File: config.mk
export PLATFORM = sky130hd
export DESIGN_NAME = multicycle_control
export DESIGN_NICKNAME = d
export VERILOG_FILES = /design/src/rtl/isa_pkg.sv /design/src/rtl/ctrl_decode.sv /design/src/rtl/multicycle_control.sv
export SDC_FILE = /design/constraint.sdc
export NUM_CORES = 1
export LEC_CHECK = 0
export ABC_AREA = 1
export BUFFER_PORTS_ARGS = -buffer_cell sky130_fd_sc_hd__buf_2
export CAP_MARGIN = 30
export CORE_MARGIN = 5
export CORE_UTILIZATION = 45
export CTS_BUF_LIST = sky130_fd_sc_hd__clkbuf_8
export DETAILED_ROUTE_END_ITERATION = 6
export GPL_ROUTABILITY_DRIVEN = 1
export GPL_TIMING_DRIVEN = 0
export PLACE_DENSITY = 0.71
export SLEW_MARGIN = 5
export SYNTH_ARGS = -nofsm -noshare
export SYNTH_HDL_FRONTEND = slang
export SYNTH_SLANG_ARGS = --single-unit
File: constraint.sdc
create_clock -name clk -period 3.5 [get_ports clk]
set_input_delay 0.35 -clock clk [delete_from_list [all_inputs] [get_ports clk]]
set_output_delay 0.35 -clock clk [all_outputs]
set_load 0.02 [all_outputs]
File: src/rtl/isa_pkg.sv
// ISA constants for the multi-cycle controller: opcodes, ALU codes, states, instruction classes.
package isa_pkg;

  // Opcode encodings (fit in the 6-bit default opcode field)
  localparam int OP_ADD   = 0;
  localparam int OP_SUB   = 1;
  localparam int OP_MUL   = 2;
  localparam int OP_AND   = 3;
  localparam int OP_OR    = 4;
  localparam int OP_ADDI  = 5;
  localparam int OP_LDB   = 10;
  localparam int OP_LDW   = 11;
  localparam int OP_STB   = 12;
  localparam int OP_STW   = 13;
  localparam int OP_MOV   = 14;
  localparam int OP_BEQ   = 20;
  localparam int OP_JUMP  = 21;
  localparam int OP_TLBW  = 30;
  localparam int OP_IRET  = 31;

  // ALU control codes
  localparam int ALU_ADD = 0;
  localparam int ALU_SUB = 1;
  localparam int ALU_MUL = 2;
  localparam int ALU_AND = 3;
  localparam int ALU_OR  = 4;

  typedef enum logic [2:0] {
    ST_FETCH  = 3'd0,
    ST_DECODE = 3'd1,
    ST_EXEC   = 3'd2,
    ST_MEM    = 3'd3,
    ST_WB     = 3'd4
  } state_t;

  typedef enum logic [3:0] {
    CL_NONE  = 4'd0,
    CL_RTYPE = 4'd1,
    CL_ADDI  = 4'd2,
    CL_LOAD  = 4'd3,
    CL_STORE = 4'd4,
    CL_BEQ   = 4'd5,
    CL_JUMP  = 4'd6,
    CL_TLBW  = 4'd7,
    CL_IRET  = 4'd8
  } iclass_t;

endpackage

File: src/rtl/ctrl_decode.sv
// Combinational opcode decoder: opcode -> instruction class, ALU control, legality.
module ctrl_decode
  import isa_pkg::*;
#(
  parameter int OP_W       = 6,
  parameter int ALU_CTRL_W = 4
) (
  input  logic [OP_W-1:0]       i_op,
  output iclass_t               o_class,
  output logic [ALU_CTRL_W-1:0] o_alu_ctrl,
  output logic                  o_legal
);

  // Map each defined opcode to its class and ALU operation; anything else is illegal
  always_comb begin
    o_class    = CL_NONE;
    o_alu_ctrl = ALU_CTRL_W'(ALU_ADD);
    o_legal    = 1'b1;
    case (i_op)
      OP_W'(OP_ADD):  begin o_class = CL_RTYPE; o_alu_ctrl = ALU_CTRL_W'(ALU_ADD); end
      OP_W'(OP_SUB):  begin o_class = CL_RTYPE; o_alu_ctrl = ALU_CTRL_W'(ALU_SUB); end
      OP_W'(OP_MUL):  begin o_class = CL_RTYPE; o_alu_ctrl = ALU_CTRL_W'(ALU_MUL); end
      OP_W'(OP_AND):  begin o_class = CL_RTYPE; o_alu_ctrl = ALU_CTRL_W'(ALU_AND); end
      OP_W'(OP_OR):   begin o_class = CL_RTYPE; o_alu_ctrl = ALU_CTRL_W'(ALU_OR);  end
      OP_W'(OP_ADDI): o_class = CL_ADDI;
      OP_W'(OP_LDB),
      OP_W'(OP_LDW):  o_class = CL_LOAD;
      OP_W'(OP_STB),
      OP_W'(OP_STW),
      OP_W'(OP_MOV):  o_class = CL_STORE;
      OP_W'(OP_BEQ):  begin o_class = CL_BEQ; o_alu_ctrl = ALU_CTRL_W'(ALU_SUB); end
      OP_W'(OP_JUMP): o_class = CL_JUMP;
      OP_W'(OP_TLBW): o_class = CL_TLBW;
      OP_W'(OP_IRET): o_class = CL_IRET;
      default:        o_legal = 1'b0;
    endcase
  end

endmodule

File: src/rtl/multicycle_control.sv
// Multi-cycle main control FSM: FETCH/DECODE/EXEC/MEM/WB sequencing, datapath strobes,
// memory hold handshake with bounded stall timeout, and illegal-opcode trapping.
module multicycle_control
  import isa_pkg::*;
#(
  parameter int OP_W       = 6,
  parameter int ALU_CTRL_W = 4,
  parameter int MEM_TMO    = 15
) (
  input  logic                  clk,
  input  logic                  rst,
  input  logic [OP_W-1:0]       op,
  input  logic                  zero,
  input  logic                  mem_ready,
  output logic                  pc_write,
  output logic                  ir_write,
  output logic                  reg_dest,
  output logic                  alu_src,
  output logic [ALU_CTRL_W-1:0] alu_ctrl,
  output logic                  mem_read,
  output logic                  mem_write,
  output logic                  mem_to_reg,
  output logic                  reg_write,
  output logic                  branch,
  output logic                  tlb_write,
  output logic                  iret,
  output logic                  hold,
  output logic                  illegal_op,
  output logic                  bus_err
);

  localparam int CNT_W = (MEM_TMO > 0) ? $clog2(MEM_TMO + 1) : 1;
  localparam logic [CNT_W-1:0] CNT_TMO = CNT_W'(MEM_TMO);
  localparam logic [CNT_W-1:0] CNT_MAX = '1;

  state_t           r_state;
  logic [OP_W-1:0]  r_op;
  logic [CNT_W-1:0] r_stall;
  logic             r_post_rst;

  state_t           w_next_state;
  logic [OP_W-1:0]  w_op_next;
  logic [CNT_W-1:0] w_stall_next;
  logic [CNT_W-1:0] w_stall_inc;
  logic             w_timeout;

  iclass_t               w_class;
  logic [ALU_CTRL_W-1:0] w_alu;
  logic                  w_legal;

  logic w_pc_write, w_ir_write, w_reg_dest, w_alu_src, w_mem_read, w_mem_write;
  logic w_mem_to_reg, w_reg_write, w_branch, w_tlb_write, w_iret, w_hold;
  logic w_illegal_op, w_bus_err;
  logic [ALU_CTRL_W-1:0] w_alu_ctrl;

  // Outputs decode only the latched opcode, never the live op input
  ctrl_decode #(
    .OP_W       (OP_W),
    .ALU_CTRL_W (ALU_CTRL_W)
  ) u_decode (
    .i_op       (r_op),
    .o_class    (w_class),
    .o_alu_ctrl (w_alu),
    .o_legal    (w_legal)
  );

  assign w_stall_inc = (r_stall == CNT_MAX) ? r_stall : r_stall + CNT_W'(1);
  assign w_timeout   = (MEM_TMO != 0) && (r_stall == CNT_TMO) &&
                       ((r_state == ST_FETCH) || (r_state == ST_MEM));

  // Next-state, opcode capture, stall counting and Moore strobe decode
  always_comb begin
    w_next_state = r_state;
    w_op_next    = r_op;
    w_stall_next = r_stall;
    w_pc_write   = 1'b0;
    w_ir_write   = 1'b0;
    w_reg_dest   = 1'b0;
    w_alu_src    = 1'b0;
    w_alu_ctrl   = '0;
    w_mem_read   = 1'b0;
    w_mem_write  = 1'b0;
    w_mem_to_reg = 1'b0;
    w_reg_write  = 1'b0;
    w_branch     = 1'b0;
    w_tlb_write  = 1'b0;
    w_iret       = 1'b0;
    w_hold       = 1'b0;
    w_illegal_op = 1'b0;
    w_bus_err    = 1'b0;
    case (r_state)
      ST_FETCH: begin
        if (w_timeout) begin
          w_bus_err    = 1'b1;
          w_stall_next = '0;
        end else begin
          w_mem_read = 1'b1;
          w_hold     = ~mem_ready;
          if (mem_ready) begin
            w_stall_next = '0;
            // The opcode is captured with the IR load so DECODE strobes come from registered state;
            // the first cycle after reset only issues the read request.
            if (!r_post_rst) begin
              w_ir_write   = 1'b1;
              w_pc_write   = 1'b1;
              w_op_next    = op;
              w_next_state = ST_DECODE;
            end else begin
              w_next_state = ST_FETCH;
            end
          end else begin
            w_stall_next = w_stall_inc;
          end
        end
      end
      ST_DECODE: begin
        if (!w_legal) begin
          w_illegal_op = 1'b1;
          w_next_state = ST_FETCH;
        end else begin
          case (w_class)
            CL_TLBW: begin w_tlb_write = 1'b1; w_next_state = ST_FETCH; end
            CL_IRET: begin w_iret      = 1'b1; w_next_state = ST_FETCH; end
            default: w_next_state = ST_EXEC;
          endcase
        end
      end
      ST_EXEC: begin
        w_alu_ctrl = w_alu;
        case (w_class)
          CL_RTYPE: begin w_reg_dest = 1'b1; w_next_state = ST_WB;  end
          CL_ADDI:  begin w_alu_src  = 1'b1; w_next_state = ST_WB;  end
          CL_LOAD,
          CL_STORE: begin w_alu_src  = 1'b1; w_next_state = ST_MEM; end
          CL_BEQ:   begin w_branch   = zero; w_next_state = ST_FETCH; end
          CL_JUMP:  begin w_branch   = 1'b1; w_next_state = ST_FETCH; end
          default:  w_next_state = ST_FETCH;
        endcase
      end
      ST_MEM: begin
        if (w_timeout) begin
          w_bus_err    = 1'b1;
          w_stall_next = '0;
          w_next_state = ST_FETCH;
        end else begin
          w_mem_read  = (w_class == CL_LOAD);
          w_mem_write = (w_class == CL_STORE);
          w_hold      = ~mem_ready;
          if (mem_ready) begin
            w_stall_next = '0;
            w_next_state = (w_class == CL_LOAD) ? ST_WB : ST_FETCH;
          end else begin
            w_stall_next = w_stall_inc;
          end
        end
      end
      ST_WB: begin
        w_reg_write  = 1'b1;
        w_reg_dest   = (w_class == CL_RTYPE);
        w_mem_to_reg = (w_class == CL_LOAD);
        w_next_state = ST_FETCH;
      end
      default: w_next_state = ST_FETCH;
    endcase
  end

  // State, opcode latch, stall counter and post-reset marker
  always_ff @(posedge clk) begin
    if (rst) begin
      r_state    <= ST_FETCH;
      r_op       <= '0;
      r_stall    <= '0;
      r_post_rst <= 1'b1;
    end else begin
      r_state    <= w_next_state;
      r_op       <= w_op_next;
      r_stall    <= w_stall_next;
      r_post_rst <= 1'b0;
    end
  end

  // Every output is forced low while reset is asserted
  assign pc_write   = w_pc_write   & ~rst;
  assign ir_write   = w_ir_write   & ~rst;
  assign reg_dest   = w_reg_dest   & ~rst;
  assign alu_src    = w_alu_src    & ~rst;
  assign alu_ctrl   = rst ? '0 : w_alu_ctrl;
  assign mem_read   = w_mem_read   & ~rst;
  assign mem_write  = w_mem_write  & ~rst;
  assign mem_to_reg = w_mem_to_reg & ~rst;
  assign reg_write  = w_reg_write  & ~rst;
  assign branch     = w_branch     & ~rst;
  assign tlb_write  = w_tlb_write  & ~rst;
  assign iret       = w_iret       & ~rst;
  assign hold       = w_hold       & ~rst;
  assign illegal_op = w_illegal_op & ~rst;
  assign bus_err    = w_bus_err    & ~rst;

endmodule

* Yosys cells after proc, flatten, opt, wreduce, memory -nomap -nowiden
Cells that the tools add are included.
** Cells by class
- Eq/ne operators :: 31
- Magnitude comparators :: 0
- Multipliers :: 0
- Mux-type cells :: 48
- Shift-type cells :: 0
- Bitwise operators :: 17
- Divide/modulo/power cells :: 0
- Reduce and logical (&&, ||, !) cells :: 17
- Add/sub/neg operators :: 1
** Operators by type and width (number)
- $pmux W4 S8 :: 1
- $eq A6 B4 Y1 const B :: 5
- $mux W1 :: 29
- $eq A6 B5 Y1 const B :: 4
- $pmux W3 S4 :: 2
- $mux W4 :: 5
- $eq A4 B3 Y1 const B :: 4
- $mux W3 :: 5
- $reduce_or A15 Y1 :: 1
- $and A1 B1 Y1 :: 13
- $eq A6 B2 Y1 const B :: 2
- $eq A6 B3 Y1 const B :: 2
- $reduce_or A2 Y1 :: 6
- $eq A4 B2 Y1 const B :: 2
- $eq A4 B4 Y1 const B :: 2
- $eq A3 B2 Y1 const B :: 2
- $eq A6 B1 Y1 const B :: 1
- $logic_not A6 Y1 :: 1
- $ne A3 B3 Y1 const B :: 2
- $pmux W1 S2 :: 3
- $pmux W3 S2 :: 1
- $reduce_or A3 Y1 :: 2
- $reduce_or A5 Y1 :: 1
- $add A4 B1 Y4 const B :: 1
- other kinds (12) :: 17
** Word-level totals
- Memory bits (read-only) :: 0
- Register bits after elaboration :: 14
- Input port bits :: 10
- Memories :: 0
- Output and inout port bits :: 18
- Logic and storage cells :: 118
- Bits in latches :: 0
- Bits in writable memories :: 0

* Longest topological paths before layout
Gate-level depths: netlist of the first run.
- Word-level depth :: 8
- Gate-level depth with buffers :: 11
- Gate-level depth less buffers :: 11

* Modules after synthesis
A second synthesis of the first run with hierarchy kept.
** Unflattened totals
- Cells, all modules :: 204
- Area total of the unflattened synthesis :: 1161.1 sq um
** By module, submodules not included
- multicycle_control :: cells each 161, sequential area each 280.3 sq um, instances 1, area an instance 950.9 sq um
- ctrl_decode :: cells each 43, sequential area each 0.0 sq um, instances 1, area an instance 210.2 sq um

* Worst setup path before layout of the first run
Ideal clock, no wire load.
- Path kind :: reg-to-output
- From :: register r_state[1]
- To :: output pc_write
- Buffers on the path :: 2
- Data required time :: 3.150 ns
- Arrival time :: 1.583 ns
- Setup slack :: 1.567 ns
- Cell stages (with the launch flop) :: 9
- Cells stage by stage :: dfxtp_1 -> nor2_2 -> nand2_2 -> or2_4 -> nor2_4 -> nand2_2 -> buf_6 -> nor2_1 -> buf_4
** Between the ends
- Longest elaborated chain between the ends :: 6
- Elaborated cells on any way between the ends :: 7
- Classes of those cells :: eq/ne (1); mux (2); bitwise (1); reduce/logical (3)
** Ends and longest elaborated chain
- start: declaration :: RTL line multicycle_control.sv:36 : state_t r_state;
- start signal: assignment :: RTL line multicycle_control.sv:175 : r_state <= w_next_state;
- $eq A3 B2 Y1 / $logic_not A3 Y1 (equally long branches)
- $logic_or A1 B1 Y1 :: RTL line multicycle_control.sv:69 : ((r_state == ST_FETCH) || (r_state == ST_MEM));
- $logic_and A1 B1 Y1 :: RTL line multicycle_control.sv:68 : assign w_timeout = (MEM_TMO != 0) && (r_stall == CNT_TMO) &&
- $mux W1
- $mux W1 *
- $and A1 B1 Y1 *
- end: declaration :: RTL line multicycle_control.sv:15 : output logic pc_write,
Every way passes the cells marked *; elsewhere a longest branch is shown, timed or not.

* Final worst setup path of the first run
- From :: register r_op[4]
- To :: output branch
** Between the ends
- Longest elaborated chain between the ends :: 7
- Elaborated cells on any way between the ends :: 24
- Classes of those cells :: eq/ne (16); mux (3); bitwise (1); reduce/logical (4)
** Ends and longest elaborated chain
- start: declaration :: RTL line multicycle_control.sv:37 : logic [OP_W-1:0] r_op;
- start signal: assignment :: RTL line multicycle_control.sv:176 : r_op <= w_op_next;
- $eq A6 B1 Y1, or another cell as far along :: RTL line ctrl_decode.sv:19 : case (i_op)
- $reduce_or A5 Y1 (no line), or another cell as far along
- $pmux W4 S8 * :: RTL line ctrl_decode.sv:19
- $eq A4 B3 Y1 :: RTL line multicycle_control.sv:130 : case (w_class)
- $pmux W1 S2 * :: RTL line multicycle_control.sv:130
- $mux W1 * :: RTL line multicycle_control.sv:91 : case (r_state)
- $and A1 B1 Y1 * :: RTL line multicycle_control.sv:192 : assign branch = w_branch & ~rst;
- end: declaration :: RTL line multicycle_control.sv:24 : output logic branch,
Marked as above.

==> results.md, run 1 <==
- Status: completed
- Layout cells sized above 1: approximately 28%
- Synth top area share: around 30%
- Fin crit period: approximately 2.1 ns
- Final period utilization: about three fifths
- Pint: 305 uW
- Final Net Count: roughly 190
- Startpoint Class: flip-flop
- Cell taking the most area after synthesis: dfxtp_1
- Area growth, synth to finish: 23.1%
- Crit path DAT: 1.79 ns
- Biggest cell delay along the critical path: around 0.34 ns
- Clock Skew: 0.00178 ns
- Net Sw Frac: roughly 30%
- Combinational share of power: 22.7%
- Cts hold-fix bufs: 0
- Reg2reg end: r_state[1]
- Post-DP Area: about 0.0011 sq mm
- Die Y: 55.9 microns
- Commonest non-fill, non-tap cells in the layout: buf_2, nand2_1, nand3_1, nor2_1, inv_1
- Syn_area_per_cell: ~6.5 sq um
- Setup Buffers After CTS: 0
- DR iter-0 viols: 22
- Clock tree from TritonCTS: yes
- Final setup viols: 0
- Crit-path max FO: 6
- Number of gates resized after cts: 0
- Net switching power: 129 uW
- Grt ovf: 0
- Final Max Tran Viols: 0
- Finished Layout Cells: 202
- Skew-Pair Late Insertion Delay: 0.25 ns
- Cell variety after synth: 31
- Diodes inserted: 0
- WS Path Type: reg -> out
- Flop pwr share: between 40% and 50%
- Syn Nets: roughly 160
- Core outline area: slightly below 0.002 sq mm
- IO Pins: 28
- Drt first pass iters: 4
- Num CTS Buffers: 3
- Mapped Area: 948 sq um
- LEAKAGE: slightly above 0.6 nW
- CP max stage cell: dfxtp_1
- GPL Wtd Cong: 0.881
- Sequential fraction of the synthesis area: 29.6%
- Synth area leaders: dfxtp_1, nand2_1, nand3_1
- Largest net degree at the start of global routing: 11
- Routed WL: ~2300 microns
- CP required: 3.15 ns
- RSZ-0062 raised after global routing: no
- Post-placement cell count: between 150 and 200
- WHS Path Cells: 1
- #FFs+latches synth: 14
- Clock Path Buffers: 2
- Worst setup EP type: output port
- TNS Setup: 0 ns
- Root buffer cell: clkbuf_8
- YS warnings: 0
- FILL cells: between 200 and 250
- Initial antenna violation count: 0
- Final ANT Viol Nets: 0
- # H-tree levels: 1
- Final Cell Area: roughly 0.0012 sq mm
- Sink Count: 14
- Effective utilization at floorplan: between 40% and 50%
- R2r setup slk: 1.98 ns
- Peak supply drop: 0.280 mV
- Hold Vio Cnt, Final: 0
- Reg2Reg Launch Point: r_stall[1]
- Pwr Density: 372 mW/mm^2
- Vias/cell: approximately 5.2
- Hold_sp: rst
- Maxcap violations: 0
- Post-synthesis instance total: around 150
- CP cell instances: nor2_4, nand4_1, nand2_1, nor2_1, or2_1, a21oi_1, buf_2
- PortBufs: 26
- Hold Path End: r_post_rst
- First-pass GRT wire length: just under 4000 microns
- Post-DR wirelength/cell: between 10 and 15 microns
- DRC viols: 0
- Worst-path clk slew: ~0.06 ns
- Max Freq: about 470 MHz
- Total number of vias: 1053
- DIE AREA: 0.00313 sq mm
- Die width: 55.9 microns
- Commonest non-fill, non-tap cell in the layout: buf_2
- R2R depth: 9
- Rows: 16
- Hold crit path type: in -> reg
- Final HPWL from detailed placement: 1830 microns
- Clock share of power: 36.3%
- Vias in the first global route: roughly 950
- GRT Util Overall: between 15 and 20%
-- worst max-delay path by stage --
stage                           from       end  slack [ns]
after CTS                 r_state[1]  pc_write        1.36
after global placement    r_state[1]  pc_write        1.67
after detailed placement  r_state[1]  pc_write        1.63
final                        r_op[4]    branch        1.36
after global routing      r_stall[1]  pc_write        1.20
after floorplan           r_state[1]  pc_write        1.57
-- registers in the layout (all words and copies together), names as in the netlist --
signal      cells
r_op            6
r_stall         4
r_state         3
r_post_rst      1
-- Yosys cell counts --
master,count
a211oi_1,1
or2_4,1
o21ai_0,6
clkinv_1,1
nor3b_1,1
dfxtp_1,14
nand2_1,25
nor3_1,4
nor4_1,1
nand2_2,3
xor2_1,2
nor2_4,2
a21oi_2,2
a21oi_1,8
conb_1,1
a31oi_1,1
inv_1,16
buf_6,1
nor2_2,2
a32o_1,1
o21ai_2,3
ha_1,1
clkbuf_1,1
nor2_1,18
nand3_1,18
and2_1,1
or2_1,2
inv_2,2
buf_4,2
nand3_2,1
nand4_1,3
-- power groups by stage --
stage	Combinational [mW]	Clock (mW)	Sequential, mW
detailed placement	0.0983	0	0.182
floorplan	0.0756	0	0.180
global route	0.112	0.170	0.180
finish	0.0984	0.158	0.178
global placement	0.0966	0	0.181
CTS	0.0986	0.162	0.178
-- logic make-up (layout without fill, tap and decap cells) --
logic type / after synthesis / in the layout / share of synthesized area (%)
and+or+nand+nor: 82 / 82 / 41.7
buffers and inverters: 23 / 53 / 10.7
xor gates and xnor gates: 2 / 2 / 1.85
adders and majority gates: 1 / 1 / 1.32
other: 1 / 1 / 0.395
AOI/OAI and AO/OA: 22 / 22 / 14.5
DFF: 14 / 14 / 29.6
-- cell type report --
cell class	instances	area [sq um]	area share [%]
Buffer	4	30.0	2.57
Clock buffer	4	55.1	4.72
Inverter	19	71.3	6.11
Multi-Input combinational cell	108	567	48.6
Sequential cell	14	280	24.0
Tap cell	27	33.8	2.89
Timing Repair Buffer	26	130	11.1
-- critical path, delay by kind of cell (launching register included) --
kind                   cells  cell delay [ns]
and+or+nand+nor            5             0.90
DFF                        1             0.34
buffers and inverters      1             0.18
AOI/OAI and AO/OA          1             0.13
-- through the flow --
| stage | total power, mW | setup slack, ns | utilization (%) | hold slack, ns |
|---|---|---|---|---|
| floorplan | 0.256 | 1.57 | - | 0.378 |
| detailed placement | 0.280 | 1.63 | 56.1 | 0.485 |
| global route | 0.461 | 1.20 | 58.9 | 0.257 |
| global placement | 0.278 | 1.67 | 56.1 | 0.484 |
| CTS | 0.439 | 1.36 | 58.9 | 0.245 |
| finish | 0.434 | 1.36 | 58.9 | 0.247 |
-- layer usage --
| layer | up-vias | track usage, % | wire [microns] |
|---|---|---|---|
| li1 | 538 | - | - |
| met1 | 478 | 19.3 | 1030 |
| met2 | 31 | 23.6 | 1030 |
| met3 | 6 | 4.64 | 155 |
| met4 | 0 | 8.14 | 43 |
| met5 | - | 0 | 0 |
(Power assumes the default switching activity.)
==> run 2: changes to the inputs <==
clock period = 2.1 ns   (was 3.5 ns; I/O delays follow)
==> run 2 against run 1 <==
Sequential power up 67%. Core utilization up 0.38 points. First-iteration DRC count up 32%. Critical endpoint unchanged.
==> results.md, run 2 (synthesis results as in run 1) <==
- Status: completed
- Clock tree from TritonCTS: yes
- Routed WL: 2250 microns (-0.57%)
- Drt first pass iters: 4 (unchanged)
- Commonest non-fill, non-tap cells in the layout: buf_2, nand2_1, nand3_1, nor2_1, inv_1
- LEAKAGE: 0.606 nW (+0.27%)
- Rows: 16 (unchanged)
- Final Net Count: 188 (+0.53%)
- Most flop-heavy register: r_op
- Die width: 55.9 microns (unchanged)
- Die Y: 55.9 microns (unchanged)
- DR iter-0 viols: 29 (+32%)
- Layout cells sized above 1: 29.0% (+0.98 points)
- Skew-Pair Late Insertion Delay: 0.25 ns (about the same)
- Core outline area: 0.00198 sq mm (unchanged)
- Peak supply drop: 0.464 mV (+66%)
- Reg2reg end: r_state[1]
- Largest regs: r_op x6, r_stall x4, r_state x3
- GPL Wtd Cong: 0.881 (unchanged)
- Reg2Reg Launch Point: r_stall[1]
- Final HPWL from detailed placement: 1830 microns (unchanged)
- Initial antenna violation count: 0 (unchanged)
- DRC viols: 0 (unchanged)
- DIE AREA: 0.00313 sq mm (unchanged)
- Total number of vias: 1029 (-2.3%)
- Crit-path max FO: 6 (unchanged)
- CP Capture Point: branch
- Vias in the first global route: 954 (unchanged)
- Fin crit period: ~2 ns
- Hold crit path type: in -> reg
- CP required: 1.89 ns (-1.26 ns)
- Register area: 280 sq um (unchanged)
- PnR worst setup slack: 0.112 ns (-1.25 ns)
- Area of the multi-input gates: 567 sq um (unchanged)
- Diodes inserted: 0 (unchanged)
- Largest net degree at the start of global routing: 11 (unchanged)
- Vias/cell: 5.07 (-2.8%)
- Area growth, synth to finish: 23.9%
- CP cell instances: nor2_4, nand4_1, nand2_1, nor2_1, or2_1, a21oi_1, buf_2
- Commonest non-fill, non-tap cell in the layout: buf_2
- Cts hold-fix bufs: 0 (unchanged)
- Clock Skew: 0.00132 ns (-0.000465 ns)
- RSZ-0062 raised after global routing: yes
- Post-DR wirelength/cell: 11.1 microns (-1.1%)
- TNS Setup: 0 ns (unchanged)
- IO Pins: 28 (unchanged)
- Crit path DAT: 1.78 ns (about the same)
- Startpoint Class: flip-flop
- Final period utilization: 94.7%
- Worst setup EP type: output port
- R2r setup slk: 0.61 ns (-1.37 ns)
- Hold Vio Cnt, Final: 0 (unchanged)
- Maxcap violations: 0 (unchanged)
- Biggest cell delay along the critical path: 0.34 ns (about the same)
- Num CTS Buffers: 3 (unchanged)
- Final setup viols: 0 (unchanged)
- WS Path Type: reg -> out
- Effective utilization at floorplan: 47.9% (unchanged)
- Grt ovf: 0 (unchanged)
- Worst Setup SP: r_op[4]
- Final ANT Viol Nets: 0 (unchanged)
- Clock Path Buffers: 2 (unchanged)
- CP max stage cell: dfxtp_1
- GRT Util Overall: 15.4% (unchanged)
- Max reg flops: 6 (unchanged)
- Final Max Tran Viols: 0 (unchanged)
- Dpl ws: 0.366 ns (-1.26 ns)
- Pwr Density: 616 mW/mm^2 (+66%)
- Sink Count: 14 (unchanged)
- Max Freq: between 500 and 600 MHz
- Worst hold slack: 0.108 ns (-0.139 ns)
- Root buffer cell: clkbuf_8
- FILL cells: 201 (-0.99%)
- Worst-path clk slew: 0.06 ns (about the same)
- First-pass GRT wire length: 3910 microns (unchanged)
- PortBufs: 26 (unchanged)
- R2R depth: 9 (unchanged)
- # H-tree levels: 1 (unchanged)
-- run 2: cell types whose count changed in the layout (fill, tap and decap cells not counted), sizes merged --
cell / delta
buf: +1
-- run 2: through the flow --
stage / power (mW) / utilization (%) / cells / cell area, sq um
floorplan: 0.426 / - / 145 / 948
global placement: 0.463 / 56.1 / 198 / 1110
detailed placement: 0.467 / 56.1 / 198 / 1110
CTS: 0.731 / 58.9 / 202 / 1170
global route: 0.769 / 59.3 / 203 / 1170
finish: 0.723 / 59.3 / 203 / 1170
-- run 2: final cells by class --
type | instances | share of cell area (%)
repair buffers | 27 | 11.7
flip-flops and latches | 14 | 23.9
inverters | 19 | 6.07
multi-input cells | 108 | 48.2
clock buffers | 4 | 4.69
plain buffers | 4 | 2.56
well taps | 27 | 2.88
-- run 2: how the worst min path moves through the flow --
stage | slack [ns] | from | end | cells after the start
floorplan | 0.24 | rst | r_post_rst | 0
global placement | 0.36 | rst | r_post_rst | 1
detailed placement | 0.36 | rst | r_post_rst | 1
CTS | 0.10 | rst | r_post_rst | 1
global route | 0.12 | rst | r_post_rst | 1
finish | 0.11 | rst | r_post_rst | 1
-- run 2: report_power, final --
part           switching (mW)  internal [mW]
Sequential             0.0146          0.282
Combinational           0.104         0.0604
Clock                  0.0960          0.166
Total                   0.215          0.509
-- run 2: routing by layer --
layer	track usage, %	share of wire [%]
met3	4.64	7.2
met2	23.6	45
met5	0	0
met1	19.3	46
met4	8.14	1.9
-- run 2: worst max-delay path, delay by kind of cell, from the launching register on --
kind,cells,cell delay (ns)
simple gates,5,0.88
flops,1,0.34
buf+inv,1,0.18
compound gates,1,0.13
-- run 2: what timing repair did --
| action | in CTS | in global routing |
|---|---|---|
| setup endpoints to repair | 0 | 4 |
| resized for setup | 0 | 1 |
| buffers inserted | 0 | 1 |
==> run 3: changes to the inputs <==
ABC_AREA = default   (was 1)
CORE_MARGIN = default   (was 5)
==> run 3 against run 2 <==
The run now ends with setup timing left. Critical endpoint is now pc_write. Critical path type unchanged. Total power down 5.6%. Register-to-register slack worse by 0.38 ns. Clock power is essentially flat.
==> results.md, run 3 <==
- Skew-Pair Late Insertion Delay: 0.24 ns (about the same)
- Worst Setup SP: r_state[1]
- Post-synth EDFFs: 0 (unchanged)
- PnR worst setup slack: -0.0136 ns (-0.125 ns)
- Peak supply drop: 0.508 mV (+9.5%)
- Crit path DAT: 1.90 ns (+0.12 ns)
- Clock Skew: 0.000962 ns (-0.000355 ns)
- Die width: 47.8 microns (-15%)
- PortBufs: 25 (-3.8%)
- Cell variety after synth: 40 (+29%)
- Largest net degree at the start of global routing: 11 (unchanged)
- GPL Wtd Cong: 0.841 (-4.6%)
- Sink Count: 14 (unchanged)
- Startpoint Class: flip-flop
- Worst setup EP type: output port
- CP cell instances: buf_6, or3_4, or4b_4, nor2_4, buf_4, buf_4
- LEAKAGE: 0.521 nW (-14%)
- Grt ovf: 0 (unchanged)
- # H-tree levels: 1 (unchanged)
- Final ANT Viol Nets: 0 (unchanged)
- Met2 wire length: 1230 microns (+22%)
- Worst hold slack: 0.0802 ns (-0.0274 ns)
- Num CTS Buffers: 3 (unchanged)
- Worst-path clk slew: 0.06 ns (about the same)
- Routed metal-1 wirelength: 999 microns (-3.1%)
- Crit path max-delay family: simple AND/OR/NAND/NOR gates
- Initial antenna violation count: 0 (unchanged)
- DIE AREA: 0.00228 sq mm (-27%)
- Diodes inserted: 0 (unchanged)
- Core outline area: 0.00196 sq mm (-1.0%)
- Dpl ws: 0.0453 ns (-0.321 ns)
- Layout cells sized above 1: 31.8% (+2.8 points)
- Largest family of logic cells by synthesized area: simple AND/OR/NAND/NOR gates
- Sequential fraction of the synthesis area: 29.7% (+0.16 points)
- Fin crit period: 2.11 ns (+0.125 ns)
- Pwr Density: 577 mW/mm^2 (-6.3%)
- Clock Path Buffers: 2 (unchanged)
- Post-synthesis mux area share: 7.56% (+7.6 points)
- Routed WL: 2340 microns (+4.0%)
- DR iter-0 viols: 23 (-21%)
- Vias/cell: 5.59 (+10%)
- Slew Limit Headroom: 58.7%
- Synth top area share: 29.7% (+0.16 points)
- Max Freq: 473 MHz (-5.9%)
- #FFs+latches synth: 14 (unchanged)
- Crit path depth: 6 (-1)
- GRT Util Overall: 21.8% (+6.4 points)
- Slew @ Worst Pin: 0.619 ns
- CP Capture Point: pc_write
- Layout Utilization: 60.3% (+1.1 points)
- YS warnings: 0 (unchanged)
- Status: finished, violations left
- Biggest cell delay along the critical path: 0.51 ns (+0.17 ns)
- Mapped Area: 943 sq um (-0.53%)
- Post-DR wirelength/cell: 13.1 microns (+19%)
- Simple-Gate Fraction of Synth Area: 38.3% (-3.4 points)
- Finished Layout Cells: 178 (-12%)
- RSZ-0062 raised after global routing: yes
- XOR/XNOR Fraction of Synth Area: 0.928% (-0.92 points)
- CP required: 1.89 ns (about the same)
- Maxcap violations: 0 (unchanged)
- Max reg flops: 6 (unchanged)
- Complex-gate fraction of the synthesized area: 13.0% (-1.5 points)
- Drt first pass iters: 4 (unchanged)
- Hold crit path type: in -> reg
- Final setup viols: 1 (+1)
- Synth cell count leaders: nor2_1, dfxtp_1, nand2_1
- Syn Nets: 134 (-14%)
- Hold Vio Cnt, Final: 0 (unchanged)
- Top layer reached by signal wires: met3
- Commonest non-fill, non-tap cell in the layout: buf_2
- Rows: 16 (unchanged)
- Most flop-heavy register: r_op
- Met3 WL: 107 microns (-34%)
- DRC viols: 0 (unchanged)
- Reg2Reg Launch Point: r_state[1]
- Final Max Tran Viols: 0 (unchanged)
- First-pass GRT wire length: 3530 microns (-9.6%)
- Syn_area_per_cell: 7.67 sq um (+17%)
- Reg2reg end: r_op[5]
- Commonest non-fill, non-tap cells in the layout: buf_2, nor2_1, dfxtp_1, nand2_1
- Post-placement cell count: 175 (-12%)
- Synth area leaders: dfxtp_1, nor2_1, mux2i_1
- Failing checks: setup timing
- Cell taking the most area after synthesis: dfxtp_1
- Buffers plus inverters on the worst setup path: 3 (+2)
- Total number of vias: 995 (-3.3%)
- Post-synthesis instance total: 123 (-15%)
- Top FF cell, synth: dfxtp_1
- R2r setup slk: 0.23 ns (-0.38 ns)
- Crit-path max FO: 8 (+2)
- Synth Area in Adders: 1.33% (+0.0070 points)
- R2R depth: 6 (-3)
- Cts hold-fix bufs: 0 (unchanged)
- Root buffer cell: clkbuf_8
- Die Y: 47.8 microns (-15%)
- Largest regs: r_op x6, r_stall x4, r_state x3
- WS Path Type: reg -> out
- Final HPWL from detailed placement: 1740 microns (-4.8%)
- Final period utilization: 101% (+6.0 points)
- Most common cell in the synthesized netlist: nor2_1
- Final Net Count: 163 (-13%)
- CP most frequent cell: buf_4
- Effective utilization at floorplan: 48.1% (+0.23 points)
- CP max stage cell: or4b_4
- Post-synthesis async set-or-reset flop share: 0% (unchanged)
- Area growth, synth to finish: 25.5%
- Clock tree from TritonCTS: yes
- Vias in the first global route: 818 (-14%)
- IO Pins: 28 (unchanged)
[run 3: logic make-up (layout without fill, tap and decap cells)]
logic type | after synthesis | count (layout)
AND/OR/NAND/NOR | 65 | 65
other | 1 | 1
multiplexers | 7 | 7
buffers and inverters | 15 | 43
flip-flops | 14 | 14
XOR/XNOR | 1 | 1
adder cells (fa/ha/maj) | 1 | 1
AO/OA/AOI/OAI | 19 | 19
[run 3: area by class of cell]
class | count | area, sq um
well taps | 27 | 33.8
multi-input cells | 94 | 609
flip-flops and latches | 14 | 280
plain buffers | 11 | 60.1
repair buffers | 26 | 138
inverters | 2 | 7.51
fillers | 209 | 778
clock buffers | 4 | 55.1
[run 3: timing repair]
action                                  CTS  global route
buffers inserted                          1             0
pin swaps                                 1             1
endpoints found under the setup margin    3             5
gates resized for setup                   3             5
[run 3: per-layer routing]
| metal | vias to the layer above | GRT usage, % |
|---|---|---|
| met5 | - | 0 |
| met4 | 0 | 5.00 |
| met3 | 0 | 4.53 |
| met2 | 33 | 37.0 |
| met1 | 465 | 28.3 |
| li1 | 497 | - |
[run 3: worst min-delay path by stage]
stage | from | slack, ns | endpoint | cells past startpoint
finish | rst | 0.08 | r_post_rst | 1
global route | rst | 0.08 | r_post_rst | 1
CTS | rst | 0.08 | r_post_rst | 1
detailed placement | rst | 0.33 | r_post_rst | 1
global placement | rst | 0.33 | r_post_rst | 1
floorplan | rst | 0.24 | r_post_rst | 0
[run 3: stage by stage]
stage	setup TNS (ns)	power, mW	instance area (sq um)
after CTS	-0.0459	0.680	1160
after global placement	0	0.416	1100
after global routing	-0.0827	0.720	1180
final	-0.0136	0.683	1180
after detailed placement	0	0.421	1100
after floorplan	0	0.387	946
[run 3: worst reg2reg max path: stages (launching register included)]
cell	delay [ns]
dfxtp_1	0.31
buf_6	0.13
or3_4	0.39
or4b_4	0.51
buf_4	0.19
mux2i_1	0.15
nor2_1	0.06
[run 3: power by group]
group          internal (mW)  switching, mW  total (mW)
registers              0.278         0.0105       0.288
clock network          0.166         0.0987       0.265
logic                 0.0540         0.0763       0.130
total                  0.498          0.186       0.683
